<file path="config.mk">
export PLATFORM = sky130hd
export DESIGN_NAME = sketch_trace_ctrl_flat
export DESIGN_NICKNAME = d
export VERILOG_FILES = /design/src/rtl/sketch_trace_ctrl_if.sv /design/src/rtl/sketch_trace_ctrl.sv /design/src/flat_wrapper.sv
export SDC_FILE = /design/constraint.sdc
export NUM_CORES = 1
export LEC_CHECK = 0
export ABC_AREA = 1
export CAP_MARGIN = 20
export CORE_MARGIN = 2
export CORE_UTILIZATION = 50
export CTS_CLUSTER_DIAMETER = 150
export CTS_CLUSTER_SIZE = 25
export DETAILED_ROUTE_END_ITERATION = 8
export PLACE_DENSITY = 0.79
export SLEW_MARGIN = 5
export SYNTH_ARGS = -nofsm -noshare
export SYNTH_HDL_FRONTEND = slang
export SYNTH_SLANG_ARGS = --single-unit
</file>
<file path="constraint.sdc">
create_clock -name clk -period 3.2 [get_ports clk]
set_clock_uncertainty 0.05 [all_clocks]
set_input_delay 0.32 -clock clk [delete_from_list [all_inputs] [get_ports clk]]
set_output_delay 0.32 -clock clk [all_outputs]
set_load 0.1 [all_outputs]
</file>
<file path="src/rtl/sketch_trace_ctrl_if.sv">
// Write port from the trace controller into the trace framebuffer.
// A word moves on any clock edge where wr_en and wr_ready are both high.
interface sketch_trace_ctrl_if #(
  parameter int ADDR_W  = 15,
  parameter int COLOR_W = 12
);
  logic               wr_en;
  logic [ADDR_W-1:0]  wr_addr;
  logic [COLOR_W-1:0] wr_data;
  logic               wr_ready;

  modport master (output wr_en, output wr_addr, output wr_data, input wr_ready);
  modport slave  (input wr_en, input wr_addr, input wr_data, output wr_ready);
endinterface

</file>
<file path="src/rtl/sketch_trace_ctrl.sv">
// Etch-A-Sketch trace controller: turns rotary-encoder step pulses into a clamped cursor
// and sequences cell writes, including a full-screen clear sweep, into the framebuffer.
module sketch_trace_ctrl #(
  parameter int GRID_W  = 160,
  parameter int GRID_H  = 120,
  parameter int X_W     = 8,
  parameter int Y_W     = 7,
  parameter int ADDR_W  = 15,
  parameter int COLOR_W = 12,
  parameter int START_X = 80,
  parameter int START_Y = 60
) (
  input  logic               clk,
  input  logic               reset,
  input  logic               step_up,
  input  logic               step_down,
  input  logic               step_left,
  input  logic               step_right,
  input  logic               clear_req,
  input  logic [COLOR_W-1:0] color_in,
  sketch_trace_ctrl_if.master wr,
  output logic [X_W-1:0]     cur_x,
  output logic [Y_W-1:0]     cur_y,
  output logic               busy
);

  typedef enum logic [1:0] {CLEAR, PAINT, IDLE, WRITE} state_t;

  localparam logic [ADDR_W-1:0] LAST_ADDR = ADDR_W'(GRID_W * GRID_H - 1);
  localparam logic [X_W-1:0]    MAX_X     = X_W'(GRID_W - 1);
  localparam logic [Y_W-1:0]    MAX_Y     = Y_W'(GRID_H - 1);

  state_t             state, state_n;
  logic [ADDR_W-1:0]  clr_addr, clr_addr_n;
  logic [ADDR_W-1:0]  addr_q, addr_n;
  logic [COLOR_W-1:0] data_q, data_n;
  logic               en_q, en_n;
  logic [X_W-1:0]     x_q, x_n, mv_x;
  logic [Y_W-1:0]     y_q, y_n, mv_y;
  // Pending step flags, packed as {right, left, down, up}.
  logic [3:0]         flags, flags_n;
  logic               clear_pend, clear_pend_n;
  logic               xfer, moved, flag_take, clear_take;

  function automatic logic [ADDR_W-1:0] cell_addr(input logic [X_W-1:0] x,
                                                  input logic [Y_W-1:0] y);
    return ADDR_W'(y) * ADDR_W'(GRID_W) + ADDR_W'(x);
  endfunction

  always_ff @(posedge clk) begin
    if (!reset) begin
      state      <= CLEAR;
      clr_addr   <= '0;
      addr_q     <= '0;
      data_q     <= '0;
      en_q       <= 1'b0;
      x_q        <= X_W'(START_X);
      y_q        <= Y_W'(START_Y);
      flags      <= '0;
      clear_pend <= 1'b0;
    end else begin
      state      <= state_n;
      clr_addr   <= clr_addr_n;
      addr_q     <= addr_n;
      data_q     <= data_n;
      en_q       <= en_n;
      x_q        <= x_n;
      y_q        <= y_n;
      flags      <= flags_n;
      clear_pend <= clear_pend_n;
    end
  end

  // Opposing flags cancel; a step that would leave the grid is dropped on that axis only.
  always_comb begin
    mv_x = x_q;
    mv_y = y_q;
    if (flags[3] && !flags[2] && x_q != MAX_X)   mv_x = x_q + X_W'(1);
    else if (flags[2] && !flags[3] && x_q != '0) mv_x = x_q - X_W'(1);
    if (flags[1] && !flags[0] && y_q != MAX_Y)   mv_y = y_q + Y_W'(1);
    else if (flags[0] && !flags[1] && y_q != '0) mv_y = y_q - Y_W'(1);
    moved = (mv_x != x_q) || (mv_y != y_q);
  end

  always_comb begin
    state_n    = state;
    clr_addr_n = clr_addr;
    addr_n     = addr_q;
    data_n     = data_q;
    en_n       = en_q;
    x_n        = x_q;
    y_n        = y_q;
    flag_take  = 1'b0;
    clear_take = 1'b0;
    xfer       = en_q && wr.wr_ready;

    case (state)
      CLEAR: begin
        // Coming out of reset the request is still idle, so raise it first.
        if (!en_q) begin
          en_n   = 1'b1;
          addr_n = clr_addr;
          data_n = '0;
        end else if (xfer) begin
          if (clear_pend) begin
            clear_take = 1'b1;
            clr_addr_n = '0;
            addr_n     = '0;
          end else if (clr_addr == LAST_ADDR) begin
            state_n = PAINT;
            addr_n  = cell_addr(x_q, y_q);
            data_n  = color_in;
          end else begin
            clr_addr_n = clr_addr + ADDR_W'(1);
            addr_n     = clr_addr + ADDR_W'(1);
          end
        end
      end
      PAINT, WRITE: begin
        if (xfer) begin
          state_n = IDLE;
          en_n    = 1'b0;
        end
      end
      IDLE: begin
        if (clear_pend) begin
          clear_take = 1'b1;
          state_n    = CLEAR;
          clr_addr_n = '0;
          en_n       = 1'b1;
          addr_n     = '0;
          data_n     = '0;
        end else if (|flags) begin
          flag_take = 1'b1;
          if (moved) begin
            state_n = WRITE;
            x_n     = mv_x;
            y_n     = mv_y;
            en_n    = 1'b1;
            addr_n  = cell_addr(mv_x, mv_y);
            data_n  = color_in;
          end
        end
      end
      default: state_n = CLEAR;
    endcase

    // Consumption clears a flag before a same-edge pulse is OR-ed back in.
    flags_n = (flag_take ? 4'b0000 : flags)
            | ((state == CLEAR) ? 4'b0000 : {step_right, step_left, step_down, step_up});
    clear_pend_n = (clear_take ? 1'b0 : clear_pend) | clear_req;
  end

  always_comb begin
    busy = (state != IDLE);
  end

  assign wr.wr_en   = en_q;
  assign wr.wr_addr = addr_q;
  assign wr.wr_data = data_q;
  assign cur_x      = x_q;
  assign cur_y      = y_q;

endmodule

</file>
<file path="src/flat_wrapper.sv">
// flat-port wrapper written by rule: the top's interface ports become plain ports
module sketch_trace_ctrl_flat 
#(
  parameter int GRID_W  = 160,
  parameter int GRID_H  = 120,
  parameter int X_W     = 8,
  parameter int Y_W     = 7,
  parameter int ADDR_W  = 15,
  parameter int COLOR_W = 12,
  parameter int START_X = 80,
  parameter int START_Y = 60
)
  (clk, reset, step_up, step_down, step_left, step_right, clear_req, color_in, cur_x, cur_y, busy, wr_wr_en, wr_wr_addr, wr_wr_data, wr_wr_ready);
  sketch_trace_ctrl_if #(.ADDR_W(ADDR_W), .COLOR_W(COLOR_W)) wr_i ();
  input  logic clk;
  input  logic reset;
  input  logic step_up;
  input  logic step_down;
  input  logic step_left;
  input  logic step_right;
  input  logic clear_req;
  input  logic [COLOR_W-1:0] color_in;
  output logic [X_W-1:0] cur_x;
  output logic [Y_W-1:0] cur_y;
  output logic busy;
  output wire logic [$bits(wr_i.wr_en)-1:0] wr_wr_en;
  output wire logic [$bits(wr_i.wr_addr)-1:0] wr_wr_addr;
  output wire logic [$bits(wr_i.wr_data)-1:0] wr_wr_data;
  input wire logic [$bits(wr_i.wr_ready)-1:0] wr_wr_ready;
  assign wr_wr_en = wr_i.wr_en;
  assign wr_wr_addr = wr_i.wr_addr;
  assign wr_wr_data = wr_i.wr_data;
  assign wr_i.wr_ready = wr_wr_ready;
  sketch_trace_ctrl #(.GRID_W(GRID_W), .GRID_H(GRID_H), .X_W(X_W), .Y_W(Y_W), .ADDR_W(ADDR_W), .COLOR_W(COLOR_W), .START_X(START_X), .START_Y(START_Y)) u_core (.clk(clk), .reset(reset), .step_up(step_up), .step_down(step_down), .step_left(step_left), .step_right(step_right), .clear_req(clear_req), .color_in(color_in), .wr(wr_i), .cur_x(cur_x), .cur_y(cur_y), .busy(busy));
endmodule
</file>
# Yosys cells after proc, flatten, opt, wreduce, memory -nomap -nowiden
# Cells that the tools add are included.
totals:
  ff_bits: 65
  out_inout_bits: 44
  wordCells: 118
classes:
  addsub: 7
  multipliers: 2
  eq_ne: 21
  mux: 50
  bitwise: 3
  n_reduce_logical: 26
op_table:
  columns: ["op", "n"]
  rows:
  - ["two-way mux 15 bit", 12]
  - ["two-way mux 12 bit", 7]
  - ["one-hot mux 15 bit (2 select lines)", 2]
  - ["adder 15 x 8 -> 15 bit", 2]
  - ["one-hot mux 12 bit (2 select lines)", 1]
  - ["multiplier 7 x 3 -> 10 bit (second input constant)", 2]
  - ["two-way mux 2 bit", 8]
  - ["two-way mux 8 bit", 2]
  - ["adder 15 x 1 -> 15 bit (second input constant)", 1]
  - ["== test 15 bit (second input constant)", 1]
  - ["two-way mux 7 bit", 2]
  - ["two-way mux 1 bit", 11]
  - ["!= test 2 x 1 -> 1 bit (second input constant)", 5]
  - ["logical AND 1 bit", 9]
  - ["!= test 3 bit (second input constant)", 3]
  - ["adder 8 x 1 -> 8 bit (second input constant)", 1]
  - ["two-way mux 4 bit", 2]
  - ["!= test 8 bit", 1]
  - ["!= test 8 bit (second input constant)", 1]
  - ["AND reduction 4 bit", 2]
  - ["nonzero test 8 bit", 1]
  - ["subtractor 8 x 1 -> 8 bit (second input constant)", 1]
  - ["adder 7 x 1 -> 7 bit (second input constant)", 1]
  - ["!= test 7 bit", 1]
  - ["24 further kinds", 30]

# Logic depth before layout (Yosys ltp)
# Gate-level depths: netlist (run 1).
depth:
  word_depth: 11
  mapped_depth: 25
  ltp_nobuf: 25

# Worst setup path after synthesis (run 1)
# OpenSTA, ideal clock, no wires.
synth_timing:
  path_kind: "flip-flop to flip-flop"
  startpoint: "reg u_core.y_q[0], in the netlist u_core.cur_y[0]"
  endpoint: "reg u_core.addr_q[13], in the netlist u_core.wr.wr_addr[13]"
  setup_time_ns: 0.122
  arrival_ns: 4.130
  slack_ns: -1.102
  path_stages_with_launch: 24
  path_cell_list: "dfxtp_1 -> inv_1 -> ha_1 -> inv_1 -> nor2_1 -> nand3_1 -> nand2_1 -> o21ai_0 -> o21ai_0 -> xor2_1 -> inv_1 -> nor2_1 -> ha_1 -> inv_1 -> fa_1 -> o21ai_0 -> xor2_1 -> inv_1 -> nand2_1 -> nand3_1 -> nand3_1 -> nand2_1 -> inv_1 -> a21oi_1"
synth_via:
  elab_chain_len: 10
  elab_cells_between_ends: 24
synth_rtl:
  columns: ["element", "line_no", "text"]
  rows:
  - ["start, declared", "sketch_trace_ctrl.sv:39", "logic [Y_W-1:0] y_q, y_n, mv_y;"]
  - ["start signal, assigned", "sketch_trace_ctrl.sv:58", "y_q <= Y_W'(START_Y);"]
  - ["start signal, assigned", "sketch_trace_ctrl.sv:68", "y_q <= y_n;"]
  - ["branches (longest 10 deep; another with adder 15 x 8 -> 15 bit)", null, null]
  - ["end signal, assigned", "sketch_trace_ctrl.sv:64", "addr_q <= addr_n;"]
  - ["end, declared", "sketch_trace_ctrl.sv:35", "logic [ADDR_W-1:0] addr_q, addr_n;"]
# Several ways; the timed one is not identified. The select of a mux whose other input is x is not followed.
# A chain may end at the register's enable or synchronous reset.

# Worst setup path in the final report (run 1)
# Ends and elaborated chain as after synthesis.

==> results of run 1 <==
area by class of cell:
cell class / count / area, µm²
inverter: 103 / 402
fill: 847 / 3300
clock inverter: 3 / 25.0
timing repair buffer: 101 / 902
multi-input combinational: 636 / 3520
sequential: 65 / 1340
clock buffer: 13 / 203
tap: 133 / 166
registers in the layout, indices dropped and copies added (netlist names), 2 cells and up:
name               cells
u_core.flags           4
u_core.wr.wr_addr     15
u_core.wr.wr_data     12
u_core.cur_x           8
u_core.clr_addr       15
u_core.cur_y           7
u_core.state           2
power groups by stage:
stage / Clock, µW / Combinational [µW] / Sequential, µW
after detailed placement: 0 / 338 / 859
after global routing: 819 / 362 / 843
after CTS: 787 / 339 / 840
after floorplan: 0 / 94.0 / 1010
final: 772 / 342 / 840
after global placement: 0 / 337 / 858
Yosys cell counts (all sizes together), types with 4 or more instances:
cell type	n
dfxtp	65
clkbuf	11
buf	13
nor3	9
fa	4
ha	31
nand3	65
nand2	221
o21ai	68
a21oi	53
nor2	126
nand4	10
inv	102
xor2	19
o211ai	7
metal layers:
metal / wire [µm] / GRT usage [%] / part of all wire (%) / vias up
met1: 6790 / 37.4 / 43 / 2546
li1: - / - / - / 2848
met2: 7400 / 46.2 / 47 / 237
met3: 1050 / 4.30 / 6.7 / 39
met4: 375 / 9.24 / 2.4 / 0
met5: 0 / 0 / 0 / -
stage by stage:
step / total power [µW] / util (%)
global route: 2020 / 66.5
CTS: 1970 / 65.0
detailed placement: 1200 / 61.7
global placement: 1200 / 61.7
finish: 1950 / 66.5
floorplan: 1110 / -
worst max-delay path, delay by kind of cell (launching register included):
| family | cells | cell delay [ns] |
|---|---|---|
| compound gates | 4 | 0.38 |
| xor+xnor | 1 | 0.21 |
| fa+ha+maj | 3 | 0.83 |
| buf+inv | 5 | 0.39 |
| flops | 1 | 0.39 |
| simple gates | 10 | 1.06 |
logic make-up after synthesis:
logic type	share of synthesized area [%]
AO/OA/AOI/OAI	15.2
buffers and inverters	10.2
XOR/XNOR	3.77
flip-flops	25.4
adder cells (fa/ha/maj)	9.15
AND/OR/NAND/NOR	36.3
placed cells by master (no fill, tap or decap), drive strengths merged:
master / count
a211oi: 2
a21boi: 1
a21o: 1
a21oi: 53
a22oi: 1
a31oi: 2
buf: 45
clkbuf: 13
clkdlybuf4s50: 56
clkinv: 2
clkinvlp: 1
dfxtp: 65
fa: 4
ha: 31
inv: 103
nand2: 221
nand3: 65
nand3b: 2
nand4: 10
nor2: 126
nor3: 9
nor4: 1
o2111ai: 1
o211ai: 7
o21a: 2
o21ai: 68
o21bai: 3
o22ai: 3
or2: 1
xnor2: 3
xor2: 19
how the worst min path moves through the flow:
stage / start / endpoint / slack, ns / cells past startpoint
finish: u_core.wr.wr_data[0] / u_core.wr.wr_data[0] / 0.43 / 2
global route: u_core.flags[1] / u_core.flags[1] / 0.46 / 2
CTS: u_core.wr.wr_data[0] / u_core.wr.wr_data[0] / 0.44 / 2
detailed placement: u_core.wr.wr_data[6] / u_core.wr.wr_data[6] / 0.42 / 2
global placement: u_core.wr.wr_data[7] / u_core.wr.wr_data[7] / 0.41 / 2
floorplan: clear_req / u_core.clear_pend / 0.39 / 2
timing repair:
item,in CTS,in global routing
resized for setup,12,25
pin swaps,9,17
endpoints found under the setup margin,3,6
buffers inserted,5,5
==> key figures, run 1 <==
Die
  • Die area: 0.0111 mm²
  • Rows: 36
  • Die width: 105 µm
  • Starting Density: 51.9%
  • Die H: 105 µm
  • Ports: 64
  • Core area: 0.00986 mm²

STA
  • Final Hold Fails: 0
  • Hold WS: 0.431 ns
  • Worst Tran Pin Value: 0.992 ns
  • Max Freq: 293 MHz
  • Final worst slack: -0.217 ns
  • Tcrit/Tclk final: 107%
  • Normalized max-slew margin: 33.7%
  • Slew Limit Fails: 0
  • RSZ-0062 raised after global routing: yes
  • Period minus WS final: 3.42 ns
  • Final setup fails: 5
  • Final TNS setup: -0.512 ns

CTS
  • Clock latency on the worst-skew pair: 0.35 ns
  • Post-CTS Hold Buffers: 0
  • CTS Buf Count: 9
  • CTS tree: yes
  • Maximum clock path buffer count: 2
  • Clock sink total: 65
  • Root buffer cell: clkbuf_8
  • H-tree Lvls: 3
  • Clock-pin slew on the worst setup and hold paths: 0.08 ns

Cells and area
  • # diodes: 0
  • Synth-to-layout area growth: 28.2%
  • Final cell count without fillers: 1054
  • Design area: 0.00656 mm²
  • Nets: 971
  • Layout cell share with drive strength beyond 1: 15.4%

Placement
  • Final GP Congestion: 0.953
  • Area after DPL: 0.00609 mm²
  • Inst Count DP: 1028
  • I/O Buffers: 63
  • Dpl hpwl: 11200 µm
  • Worst slack, placed: -0.0528 ns

Worst setup path
  • Critical-path cell list: ha_4, nand2_1, inv_1, nand3_2, nand2_4, o21ai_2, o21ai_1, xor2_1, inv_1, nor2_4, ha_4, inv_4, fa_2, inv_2, o211ai_1, nor2_1, nand2_1, nor2_1, nand3_1, nand3_1, nand2_1, inv_2, a21oi_2
  • Worst-path maximum fanout: 9
  • Slowest stage cell, crit path: fa_2
  • CP peak stage delay: 0.51 ns
  • FF-to-FF Start: u_core.cur_y[0]
  • CP Capture Point: u_core.wr.wr_addr[13]
  • Reg2reg setup slack: -0.22 ns
  • Top cell by count, worst path: nand2_1
  • Critical path required time: 3.39 ns
  • R2r worst-path depth: 23
  • Arrival @ worst endpoint: 3.61 ns
  • Setup crit start: u_core.cur_y[0]
  • Startpoint types: register
  • Kind of critical path: reg2reg
  • Reg2reg end: u_core.wr.wr_addr[13]
  • CP Capture Type: register

GRT
  • Vias in the first global route: 5211
  • Largest net degree at the start of global routing: 28
  • Initial antenna violation count: 0
  • Tot GR Track Use: 28.0%
  • First-pass GRT wire length: 25100 µm
  • GRT overflow: 0

Logic synthesis
  • Sequential-to-total area share from yosys stat: 25.4%
  • Post-synth top area cell: dfxtp_1
  • Most used DFF post-synth: dfxtp_1
  • Synth cell types: 42
  • Number of synthesized flops with an enable pin: 0
  • Syn Nets: 883
  • Yosys warning count: 0
  • Post-synth top area share: 25.4%
  • Syn_area_per_cell: 6.18 µm²
  • Mapped Cells: 828
  • #FFs+latches synth: 65
  • Cell Area, Synth: 0.00512 mm²
  • Dominant cells by area after synthesis: dfxtp_1 (25%), nand2_1 (16%), nor2_1 (8.9%), ha_1 (7.6%), inv_1 (6.6%)
  • FFs w/ async S/R, synth: 0%

Routing
  • Post-route DRC violation count: 0
  • Drt first pass iters: 5
  • Routed WL per cell: 14.8 µm
  • Vias/cell: 5.38
  • Final wirelength: 15600 µm
  • Iteration-0 DRC Markers: 547
  • Detail Route Antenna Nets: 0
  • Via count: 5670

Hold path
  • Worst hold-check path type: reg2reg

Power
  • Sequential share of power: 43.0%
  • Cell area power density: 298 mW/mm²
  • Leak: 0.00296 µW
  • Sw Ratio: 31.3%
  • Worst VDD drop: 0.273 mV
  • Comb power frac: 17.5%
  • Int Power: 1340 µW
  • Psw: 612 µW
  • Clock Power Share: 39.5%

Run status
  • Failing checks: negative setup slack
  • Outcome: finished, violations left

Job
  • # Max-Cap Violations: 0
No activity file was read; power rests on OpenSTA's default activity.
==> run 2, diff against run 1 <==
Settings changed: SLEW_MARGIN 5 to unset.
==> results of run 2 <==
The final DEF is identical to that of run 1; final timing and power are the same.
